**src/rtl/sdes_round_ctrl.sv**
```systemverilog
// Iterative S-DES engine: one shared Feistel round (fk) used for both rounds,
// sequenced by a small FSM behind valid/ready handshakes on input and output.
module sdes_fk (
  input  logic [0:7] blk_i,
  input  logic [0:7] rk_i,
  output logic [0:7] blk_o
);
  localparam logic [1:0] S0 [16] = '{
    2'd1, 2'd0, 2'd3, 2'd2,
    2'd3, 2'd2, 2'd1, 2'd0,
    2'd0, 2'd2, 2'd1, 2'd3,
    2'd3, 2'd1, 2'd3, 2'd2
  };
  localparam logic [1:0] S1 [16] = '{
    2'd0, 2'd1, 2'd2, 2'd3,
    2'd2, 2'd0, 2'd1, 2'd3,
    2'd3, 2'd0, 2'd1, 2'd0,
    2'd2, 2'd1, 2'd0, 2'd3
  };

  logic [0:3] r;
  logic [0:7] ep;
  logic [0:7] x;
  logic [0:3] s;
  logic [0:3] p4;

  assign r  = blk_i[4:7];
  assign ep = {r[3], r[0], r[1], r[2],
               r[1], r[2], r[3], r[0]};
  assign x  = ep ^ rk_i;
  // S-box row from outer bits, column from inner bits
  assign s  = {S0[{x[0], x[3], x[1], x[2]}],
               S1[{x[4], x[7], x[5], x[6]}]};
  assign p4 = {s[1], s[3], s[2], s[0]};
  assign blk_o = {blk_i[0:3] ^ p4, r};
endmodule

module sdes_round_ctrl (
  input  logic       clk,
  input  logic       rst,
  input  logic       in_valid,
  output logic       in_ready,
  input  logic [0:7] din,
  input  logic [0:9] key,
  input  logic       mode,
  output logic       out_valid,
  input  logic       out_ready,
  output logic [0:7] dout,
  output logic       busy,
  output logic [0:7] k1,
  output logic [0:7] k2
);
  typedef enum logic [2:0] {
    IDLE, KEYGEN, R1, R2, DONE
  } state_t;

  state_t     state_q, state_d;
  logic [0:7] din_q, din_d;
  logic [0:9] key_q, key_d;
  logic       mode_q, mode_d;
  logic [0:7] blk_q, blk_d;
  logic [0:7] k1_q, k1_d;
  logic [0:7] k2_q, k2_d;
  logic [0:7] dout_q, dout_d;

  logic [0:7] fk_in;
  logic [0:7] fk_key;
  logic [0:7] fk_out;

  function automatic logic [0:9] p10(input logic [0:9] k);
    return {k[2], k[4], k[1], k[6], k[3],
            k[9], k[0], k[8], k[7], k[5]};
  endfunction

  function automatic logic [0:7] p8(input logic [0:9] k);
    return {k[5], k[2], k[6], k[3],
            k[7], k[4], k[9], k[8]};
  endfunction

  function automatic logic [0:7] ip(input logic [0:7] b);
    return {b[1], b[5], b[2], b[0],
            b[3], b[7], b[4], b[6]};
  endfunction

  function automatic logic [0:7] ip_inv(input logic [0:7] b);
    return {b[3], b[0], b[2], b[4],
            b[6], b[1], b[7], b[5]};
  endfunction

  logic [0:9] pk;
  logic [0:9] ls1;
  logic [0:9] ls3;

  assign pk  = p10(key_q);
  // Halves rotated left by 1 for K1, by 3 in total for K2
  assign ls1 = {pk[1:4], pk[0], pk[6:9], pk[5]};
  assign ls3 = {pk[3:4], pk[0:2], pk[8:9], pk[5:7]};

  sdes_fk u_fk (
    .blk_i (fk_in),
    .rk_i  (fk_key),
    .blk_o (fk_out)
  );

  always_ff @(posedge clk) begin
    if (rst) begin
      state_q <= IDLE;
      din_q   <= '0;
      key_q   <= '0;
      mode_q  <= 1'b0;
      blk_q   <= '0;
      k1_q    <= '0;
      k2_q    <= '0;
      dout_q  <= '0;
    end else begin
      state_q <= state_d;
      din_q   <= din_d;
      key_q   <= key_d;
      mode_q  <= mode_d;
      blk_q   <= blk_d;
      k1_q    <= k1_d;
      k2_q    <= k2_d;
      dout_q  <= dout_d;
    end
  end

  always_comb begin
    state_d = state_q;
    din_d   = din_q;
    key_d   = key_q;
    mode_d  = mode_q;
    blk_d   = blk_q;
    k1_d    = k1_q;
    k2_d    = k2_q;
    dout_d  = dout_q;
    fk_in   = '0;
    fk_key  = '0;
    unique case (state_q)
      IDLE: begin
        if (in_valid) begin
          din_d   = din;
          key_d   = key;
          mode_d  = mode;
          state_d = KEYGEN;
        end
      end
      KEYGEN: begin
        k1_d    = p8(ls1);
        k2_d    = p8(ls3);
        blk_d   = ip(din_q);
        state_d = R1;
      end
      R1: begin
        fk_in   = blk_q;
        fk_key  = mode_q ? k2_q : k1_q;
        blk_d   = {fk_out[4:7], fk_out[0:3]};
        state_d = R2;
      end
      R2: begin
        fk_in   = blk_q;
        fk_key  = mode_q ? k1_q : k2_q;
        dout_d  = ip_inv(fk_out);
        state_d = DONE;
      end
      DONE: begin
        if (out_ready) state_d = IDLE;
      end
      default: state_d = IDLE;
    endcase
  end

  assign in_ready  = (state_q == IDLE);
  assign out_valid = (state_q == DONE);
  assign busy      = (state_q != IDLE);
  assign dout      = dout_q;
  assign k1        = k1_q;
  assign k2        = k2_q;
endmodule

```
**config.mk**
```make
export PLATFORM = sky130hd
export DESIGN_NAME = sdes_round_ctrl
export DESIGN_NICKNAME = d
export VERILOG_FILES = /design/src/rtl/sdes_round_ctrl.sv
export SDC_FILE = /design/constraint.sdc
export NUM_CORES = 1
export LEC_CHECK = 0
export ABC_AREA = 1
export CORE_MARGIN = 2
export CORE_UTILIZATION = 56
export DETAILED_ROUTE_END_ITERATION = 10
export PLACE_DENSITY = 0.81
export SLEW_MARGIN = 20
export SYNTH_ARGS = -nofsm -noshare
export SYNTH_HDL_FRONTEND = slang
export SYNTH_HIERARCHICAL = 1
export SYNTH_SLANG_ARGS = --single-unit
```
**constraint.sdc**
```tcl
create_clock -name clk -period 3.9 [get_ports clk]
set_input_delay 0.78 -clock clk [delete_from_list [all_inputs] [get_ports clk]]
set_output_delay 0.78 -clock clk [all_outputs]
set_load 0.03 [all_outputs]
```
Yosys cells after proc, flatten, opt, wreduce, memory -nomap -nowiden. Memories as Yosys holds them, arrays and structs flattened. Index checks and enable logic that the tools add are counted.

Multiplexer cells: 12. Bitwise gates (word level): 4. Reduce and logical (&&, ||, !) cells: 6. Order comparisons: 2. Eq/ne operators: 6.

Operators with widths (count): case mux 8 bit (2 select lines) (2); two-way mux 8 bit (3); case mux 3 bit (5 select lines) (1); >= comparator 5 bit, second input constant (2); inverter 4 -> 5 bit (2); two-way mux 2 bit (4); XOR 8 bit (1); == test 3 x 2 -> 1 bit, second input constant (2); two-way mux 3 bit (2); AND reduction 2 bit (2); XOR 4 bit (1); == test 3 x 1 -> 1 bit, second input constant (1); == test 3 bit, second input constant (1); zero test 3 bit (1); nonzero test 3 bit (1); != test 2 x 1 -> 1 bit, second input constant (1); != test 2 bit, second input constant (1); nonzero test 2 bit (1); OR reduction 2 bit (1).

Bits in registers: 54. Logic and storage cells: 40. Output and inout port bits: 27. Memories: 2. Input port bits: 23. Memory bits (read-only): 64.

Memory list: (no name shown) (words 16, width 2, rd ports 1, clocked after Yosys merged registers in 0, write ports 0, line 32) `assign s = {S0[{x[0], x[3], x[1], x[2]}],`; (no name shown) (words 16, width 2, rd ports 1, clocked after Yosys merged registers in 0, write ports 0, line 33) `S1[{x[4], x[7], x[5], x[6]}]};`.

Longest topological paths before layout. Gate-level depths: netlist of the first run.

Depth after elaboration: 10. Depth in mapped cells: 20. Mapped depth without buffers: 20.

Hierarchy. The synthesis of the first run kept the hierarchy.

By module, submodules not included: sdes_round_ctrl (cells an instance 362, area each 2317.2 µm², seq. area each 960.9 µm², times used 1); sdes_fk (cells an instance 79, area each 361.6 µm², seq. area each 0.0 µm², times used 1).

Worst setup path after synthesis of the first run. No wires, ideal clock.

Path kind: register to register. Start point: register state_q[1]. End point: register blk_q[6] in the netlist's numbering. Arrival time: 2.155 ns. Slack: 1.635 ns. Data required time: 3.790 ns. Clock period less this slack: 2.265 ns. Buffers on the path: 1. Library setup time: 0.110 ns. Stages on the path, launching flop included: 17. Cells stage by stage: dfxtp_1 > buf_4 > nand3_1 > nand2_1 > inv_1 > nor2_1 > xnor2_1 > ha_1 > or2_1 > nand3_1 > nand2_1 > inv_1 > nand3_1 > nand2_1 > inv_1 > nand2_1 > nor2_1.

Cells in the longest elaborated chain, start to end: 10. Elaborated cells on any way between the ends: 14. Classes of those cells: eq/ne: 3; mux: 5; bitwise: 3; reduce/logical: 2; memory: 1.

RTL lines: from (decl) (line 57) `state_t state_q, state_d;`; from (signal assigned) (line 116) `state_q <= state_d;`; == test 3 x 2 -> 1 bit (line 138) `unique case (state_q)`; OR reduction 2 bit (no source line) *; two-way mux 8 bit * (line 138); via fk_in, one bit (line 66) `logic [0:7] fk_in;`; XOR 8 bit * (line 30) `assign x = ep ^ rk_i;`; inverter 4 -> 5 bit (not written as such) * (line 33); memory read (16 x 2 bit) *; two-way mux 2 bit (not written as such) * (2 in series) (line 33); XOR 4 bit * (line 35) `assign blk_o = {blk_i[0:3] ^ p4, r};`; via fk_out, one bit (line 68) `logic [0:7] fk_out;`; case mux 8 bit (2 select lines) * (line 138); to (signal assigned) (line 120) `blk_q <= blk_d;`; to (decl) (line 61) `logic [0:7] blk_q, blk_d;`.

Mark *: on every way through the listed nets, which the timed path passes. The rest lies on a longest branch. The select of a mux whose other input is x is not followed. A chain may end at the register's enable or synchronous reset.

Worst setup path after layout of the first run.
Start point: register state_q[0]. End point: register blk_q[6] in the netlist's numbering.

The elaborated chain is that of the path after synthesis.

==> results_dict.tcl, run 1 <==
set metrics [dict create \
    timing.final.ws_setup_ns 0.9986 \
    min-delay-path-class "flop to flop" \
    cts_sinks 48 \
    critPathTopFamily "simple AND/OR/NAND/NOR gates" \
    crit_top_cell "nand2_1" \
    grt_setup_unrepaired "no" \
    hold_end "k2[5]$_SDFFE_PP0P_" \
    drive_gt1_share_pct 2.960 \
    cap_viol_max_count 0 \
    clk_latency_ns 0.30 \
    powerDensity_nw_per_um2 439.3 \
    met1_length_mm 2.838 \
    grt_pass1_wl_mm 10.12 \
    synth_top_area_share_pct 35.87 \
    fin_skew_ns 0.01022 \
    rows 25 \
    synth.yosys.seq_area_share_pct 35.87 \
    coreArea_um2 4661 \
    arrival_ns 3.14 \
    syn_nets 465 \
    worst_slew_pin_slew_ns 0.6741 \
    cts_hold_buf 0 \
    top_layer "met4" \
    pre_cts_ws_ns 1.098 \
    drt_iter0_markers 146 \
    synthCells 441 \
    synth_top_cell_by_area "dfxtp_1" \
    power_leakage_uw 0.001564 \
    slew_viol_final 0 \
    synth_seq_cells 48 \
    drt-total-wl_mm 6.006 \
    die_area_um2 5353 \
    antenna_found_initial 0 \
    holdPathStages 2 \
    setup_tns_ns 0 \
    clock-root-buffer "clkbuf_8" \
    place_inst 519 \
    r2r_cells 17 \
    vias 2626 \
    wl_per_cell_um 11.40 \
    synth_area_per_cell_um2 6.074 \
    wl_met2_mm 2.818 \
    fp.dieH_um 73.17 \
    num-nets-final 496 \
    hold_start "k2[5]$_SDFFE_PP0P_" \
    wl_met3_um 260 \
    criticalPathCategory "flop to flop" \
    grt_pass1_vias 2333 \
    cts_max_path_buffers 2 \
    numCtsBuffers 5 \
    max_freq_ghz 0.3447 \
    cp_slowest_cell "dfxtp_1" \
    grt_max_degree 47 \
    ctsHtreeMaxLevel 2 \
    die_w_um 73.17 \
    slowest_delay_ns 0.36 \
    grt_usage_pct 23.99 \
    diodes 0 \
    path_depth 17 \
    min_period_ns 2.901 \
    synth_area_um2 2679 \
    finalPower_uw 1399 \
    critPathBufInv 3 \
    finalCritPeriodShare_pct 74.39 \
    end_kind "flop" \
    fillers 417 \
    finalSetupViolations 0 \
    reg2reg_slack_ns 1.0 \
    slew_headroom_pct 55.00 \
    initial_utilization_pct 57.48 \
    worst_ep_required_time_ns 4.14 \
    stdcell_count 527 \
    hpwlAfterDp_mm 4.436 \
    drt_pass1_iterations 5 \
    grt_overflow 0 \
    viasPerCell 4.983 \
    path_clk_slew_ns 0.08 \
    drtAntennaViolNets 0 \
    ys_types 23 \
    outcome "finished clean" \
    cts-resized-gates 0 \
    cts_tree "yes" \
    hold_viol_final 0 \
    portBuffers 49 \
    drc_errors 0 \
    r2r_end "blk_q[6]$_SDFFE_PP0P_" \
    gp_congestion 0.9034 \
    crit_path_start_kind "flop" \
    vdd_drop_max_uv 245.9 \
    post_cts_buffers 0 \
    reg2reg_from "state_q[0]$_SDFFE_PP0P_" \
    io_pins 50 \
    ys_top_cells_by_area "dfxtp_1 (36%), nand2_1 (16%), inv_1 (12%), nor2_1 (8.8%), nand3_1 (7.7%)" \
    path_max_fanout 12 \
    area_growth_pct 18.87 \
    yosysWarningCount 6 \
    cp_cell_sequence "nor2_2, nand2_1, nand2_1, inv_1, nor2_1, xnor2_1, ha_1, or2_1, nand2_1, nand2_1, nand2_1, inv_1, nand3_1, nand2_1, inv_1, nand2_1, nor2_1" \
]
power breakdown:
group,switching [uW],internal [uW]
clock,163,144
sequential,40.0,554
combinational,314,184
metal layers:
layer	vias up	track usage [%]
met3	11	3.729
met5	-	0
met2	82	40.24
li1	1384	-
met1	1149	31.62
met4	0	7.407
worst max-delay path by stage:
stage,startpoint,to
after floorplan,state_q[1]$_SDFFE_PP0P_,blk_q[6]$_SDFFE_PP0P_
after global placement,state_q[0]$_SDFFE_PP0P_,blk_q[6]$_SDFFE_PP0P_
after detailed placement,state_q[0]$_SDFFE_PP0P_,blk_q[6]$_SDFFE_PP0P_
after CTS,state_q[0]$_SDFFE_PP0P_,blk_q[6]$_SDFFE_PP0P_
after global routing,state_q[0]$_SDFFE_PP0P_,blk_q[6]$_SDFFE_PP0P_
final,state_q[0]$_SDFFE_PP0P_,blk_q[6]$_SDFFE_PP0P_
cell type report:
type	count	area, um2	area share (%)
Multi-Input combinational cell	280	1226	38.51
Clock buffer	7	86.33	2.711
Timing Repair Buffer	53	520.5	16.35
Clock inverter	1	7.507	0.2358
Tap cell	54	67.56	2.122
Inverter	84	315.3	9.902
Sequential cell	48	960.9	30.18
state kept, by name (all words and copies together), names as in the netlist:
name and count:
blk_q 8, din_q 8, k2 3, k1 7, state_q 3, key_q 10, dout 8, mode_q 1
Yosys cell counts, drive strengths merged:
cell type	instances
nor2	64
nor3	1
ha	1
a21oi	21
inv	84
clkbuf	7
buf	22
or2	2
o22ai	2
dfxtp	48
o31ai	5
nand3b	1
nand2	112
nand3	41
xnor2	4
o21ai	26
cell usage in the layout (no fill, tap or decap):
cell and count:
or2_1 1, nand2_1 112, xnor2_1 4, inv_2 1, buf_4 4, ha_1 1
clkbuf_1 1, nor2_2 1, clkdlybuf4s50_1 49, a21oi_1 21, dfxtp_1 48, nand3b_1 1
o21ai_1 1, o22ai_1 2, o21ai_0 25, nand3_1 41, clkbuf_8 6, inv_1 83
or2_2 1, nor2_1 63, clkinvlp_4 1, o31ai_1 5, nor3_1 1
per-stage QoR:
| step | hold WS (ns) | instance area, um2 | util [%] |
|---|---|---|---|
| final | 0.5071 | 3184 | 68.32 |
| after global routing | 0.5233 | 3184 | 68.32 |
| after CTS | 0.5033 | 3184 | 68.32 |
| after detailed placement | 0.4901 | 3090 | 66.31 |
| after global placement | 0.4896 | 3090 | 66.31 |
| after floorplan | 0.4856 | 2679 | - |
logic make-up after synthesis:
group	after synthesis	synth area share, %
compound gates	54	10.65
fa+ha+maj	1	0.4670
flops	48	35.87
buf+inv	113	18.36
simple gates	221	33.35
xor+xnor	4	1.308
worst register-to-register path, stage by stage, from the launching register on:
cell	delay (ns)
dfxtp_1	0.36
nor2_2	0.36
nand2_1	0.30
nand2_1	0.12
inv_1	0.11
nor2_1	0.33
xnor2_1	0.20
ha_1	0.26
or2_1	0.24
nand2_1	0.07
nand2_1	0.05
nand2_1	0.05
inv_1	0.05
nand3_1	0.07
nand2_1	0.06
inv_1	0.08
nand2_1	0.04
nor2_1	0.08
Note: power is estimated with default switching activity, not from simulation.
==> inputs of run 2 (changes only) <==
- CORE_UTILIZATION: 56 -> 52
- PLACE_DENSITY: 0.81 -> 0.76
- clock period: 3.9 -> 2.86 ns (I/O delays scaled with it)
==> results_dict.tcl, run 2 (same netlist as run 1, synthesis figures left out) <==
set metrics [dict create \
    powerDensity_nw_per_um2 607.1 \
    final_cell_mix "nand2_1 (112), inv_1 (83), nor2_1 (63)" \
    combPwrFrac_pct 34.9 \
    cts-resized-gates 0 \
    max_freq_ghz 0.4151 \
    criticalPathCategory "flop to flop" \
    clock-root-buffer "clkbuf_8" \
    p_sw_uw 704.9 \
    final_common_cell "nand2_1" \
    fp.dieH_um 75.78 \
    critPathTopFamily "simple AND/OR/NAND/NOR gates" \
    stdcell_count 548 \
    wl_per_cell_um 10.51 \
    grt_setup_unrepaired "no" \
    top_register "key_q" \
    crit_top_cell "nand2_1" \
    power_leakage_uw 0.001598 \
    area_growth_pct 21.72 \
    drive_gt1_share_pct 4.393 \
    post_cts_buffers 0 \
    wl_met3_um 321 \
    critPathBufInv 3 \
    grt_max_degree 33 \
    die_w_um 75.78 \
    drt_iter0_markers 183 \
    wl_met2_mm 2.502 \
    min_period_ns 2.409 \
    ctsHtreeMaxLevel 2 \
    fin_skew_ns 0.007702 \
    slowest_delay_ns 0.46 \
    cp_cell_sequence "nand3_1, nand2_1, inv_1, nor2_1, xnor2_1, ha_1, or2_1, nand2_1, nand2_1, nand2_1, inv_1, nand3_1, nand2_1, inv_1, nand2_1, nor2_1" \
    seqPwrFrac_pct 40.7 \
    drc_errors 0 \
    netSwitchingFraction_pct 35.61 \
    viasPerCell 4.734 \
    p_int_uw 1275 \
    cp_slowest_cell "dfxtp_2" \
    reg2reg_slack_ns 0.45 \
    worst_slew_pin_slew_ns 0.4517 \
    met1_length_mm 2.869 \
    numCtsBuffers 5 \
    path_clk_slew_ns 0.09 \
    outcome "finished clean" \
    antenna_found_initial 0 \
    hold-worst-slack_ns 0.4973 \
    finalPower_uw 1979 \
    portBuffers 49 \
    worst_ep_required_time_ns 3.10 \
    vdd_drop_max_uv 289.6 \
    vias 2594 \
    path_max_fanout 13 \
    pre_cts_ws_ns 0.3452 \
    arrival_ns 2.65 \
    drt_pass1_iterations 4 \
    crit_path_start_kind "flop" \
    grt_overflow 0 \
    setup_tns_ns 0 \
    cts_tree "yes" \
    finalSetupViolations 0 \
    end_kind "flop" \
    top_layer "met4" \
    place_inst 540 \
    num-nets-final 501 \
    cap_viol_max_count 0 \
    cts_max_path_buffers 2 \
    diodes 0 \
    grt_pass1_wl_mm 9.653 \
    cts_sinks 48 \
    initial_utilization_pct 53.13 \
    drt-total-wl_mm 5.757 \
    multiInputGateArea_um2 1226 \
    hpwlAfterDp_mm 4.318 \
    slew_viol_final 0 \
    die_area_um2 5742 \
    clk_latency_ns 0.30 \
    timing.final.ws_setup_ns 0.4509 \
    fillers 476 \
    rows 26 \
    grt_usage_pct 21.52 \
    io_pins 50 \
    hold_viol_final 0 \
    finalCritPeriodShare_pct 84.23 \
    grt_pass1_vias 2190 \
    slew_headroom_pct 69.63 \
    drtAntennaViolNets 0 \
    largest_reg_flops 10 \
    area.sequential_um2 962.2 \
    clkPwrFrac_pct 24.5 \
    min-delay-path-class "flop to flop" \
    cts_hold_buf 0 \
    coreArea_um2 5042 \
    gp_congestion 0.9431 \
]
## run 2: cell types whose count changed in the layout (fill, tap and decap cells not counted), sizes merged
| cell | before | now |
|---|---|---|
| clkbuf | 7 | 5 |
| buf | 4 | 9 |
| clkinv | 0 | 1 |
| bufinv | 0 | 1 |
## run 2: worst paths after layout
check                                        startpoint                     to  cells after the start
worst min register to register       k2[3]$_SDFFE_PP0P_     k2[3]$_SDFFE_PP0P_                      2
worst max-delay path            state_q[1]$_SDFFE_PP0P_  blk_q[6]$_SDFFE_PP0P_                     16
worst min-delay path                 k2[3]$_SDFFE_PP0P_     k2[3]$_SDFFE_PP0P_                      2
worst max register to register  state_q[1]$_SDFFE_PP0P_  blk_q[6]$_SDFFE_PP0P_                     16
## run 2: cell type report
type                       count  share of cell area (%)
sequential                    48                   29.51
clock inverter                 3                   1.305
multi-input combinational    280                   37.61
inverter                      84                   9.670
timing repair buffer          58                   17.11
clock buffer                   5                   2.111
tap                           70                   2.686
## run 2: through the flow
stage / utilization, % / area, um2
global route: 64.66 / 3261
finish: 64.66 / 3261
global placement: 62.43 / 3148
detailed placement: 62.43 / 3148
CTS: 64.64 / 3259
floorplan: - / 2679
## run 2: per-layer routing
metal | up-vias | global-route usage [%]
li1 | 1392 | -
met1 | 1122 | 31.55
met2 | 74 | 33.14
met3 | 6 | 3.042
met4 | 0 | 5.458
met5 | - | 0
## run 2: power by group through the flow
stage                     clock network [uW]  logic [uW]  registers, uW
after floorplan                            0         460            857
after global placement                     0         676            816
after detailed placement                   0         685            820
after CTS                                496         689            804
after global routing                     523         781            817
final                                    484         690            805
## run 2: worst reg2reg max path: stages, from the launching register on
cell and delay (ns):
dfxtp_2 0.46, nand3_1 0.24, nand2_1 0.13, inv_1 0.11, nor2_1 0.23, xnor2_1 0.18
ha_1 0.26, or2_1 0.24, nand2_1 0.07, nand2_1 0.05, nand2_1 0.05, inv_1 0.05
nand3_1 0.07, nand2_1 0.05, inv_1 0.05, nand2_1 0.04, nor2_1 0.07
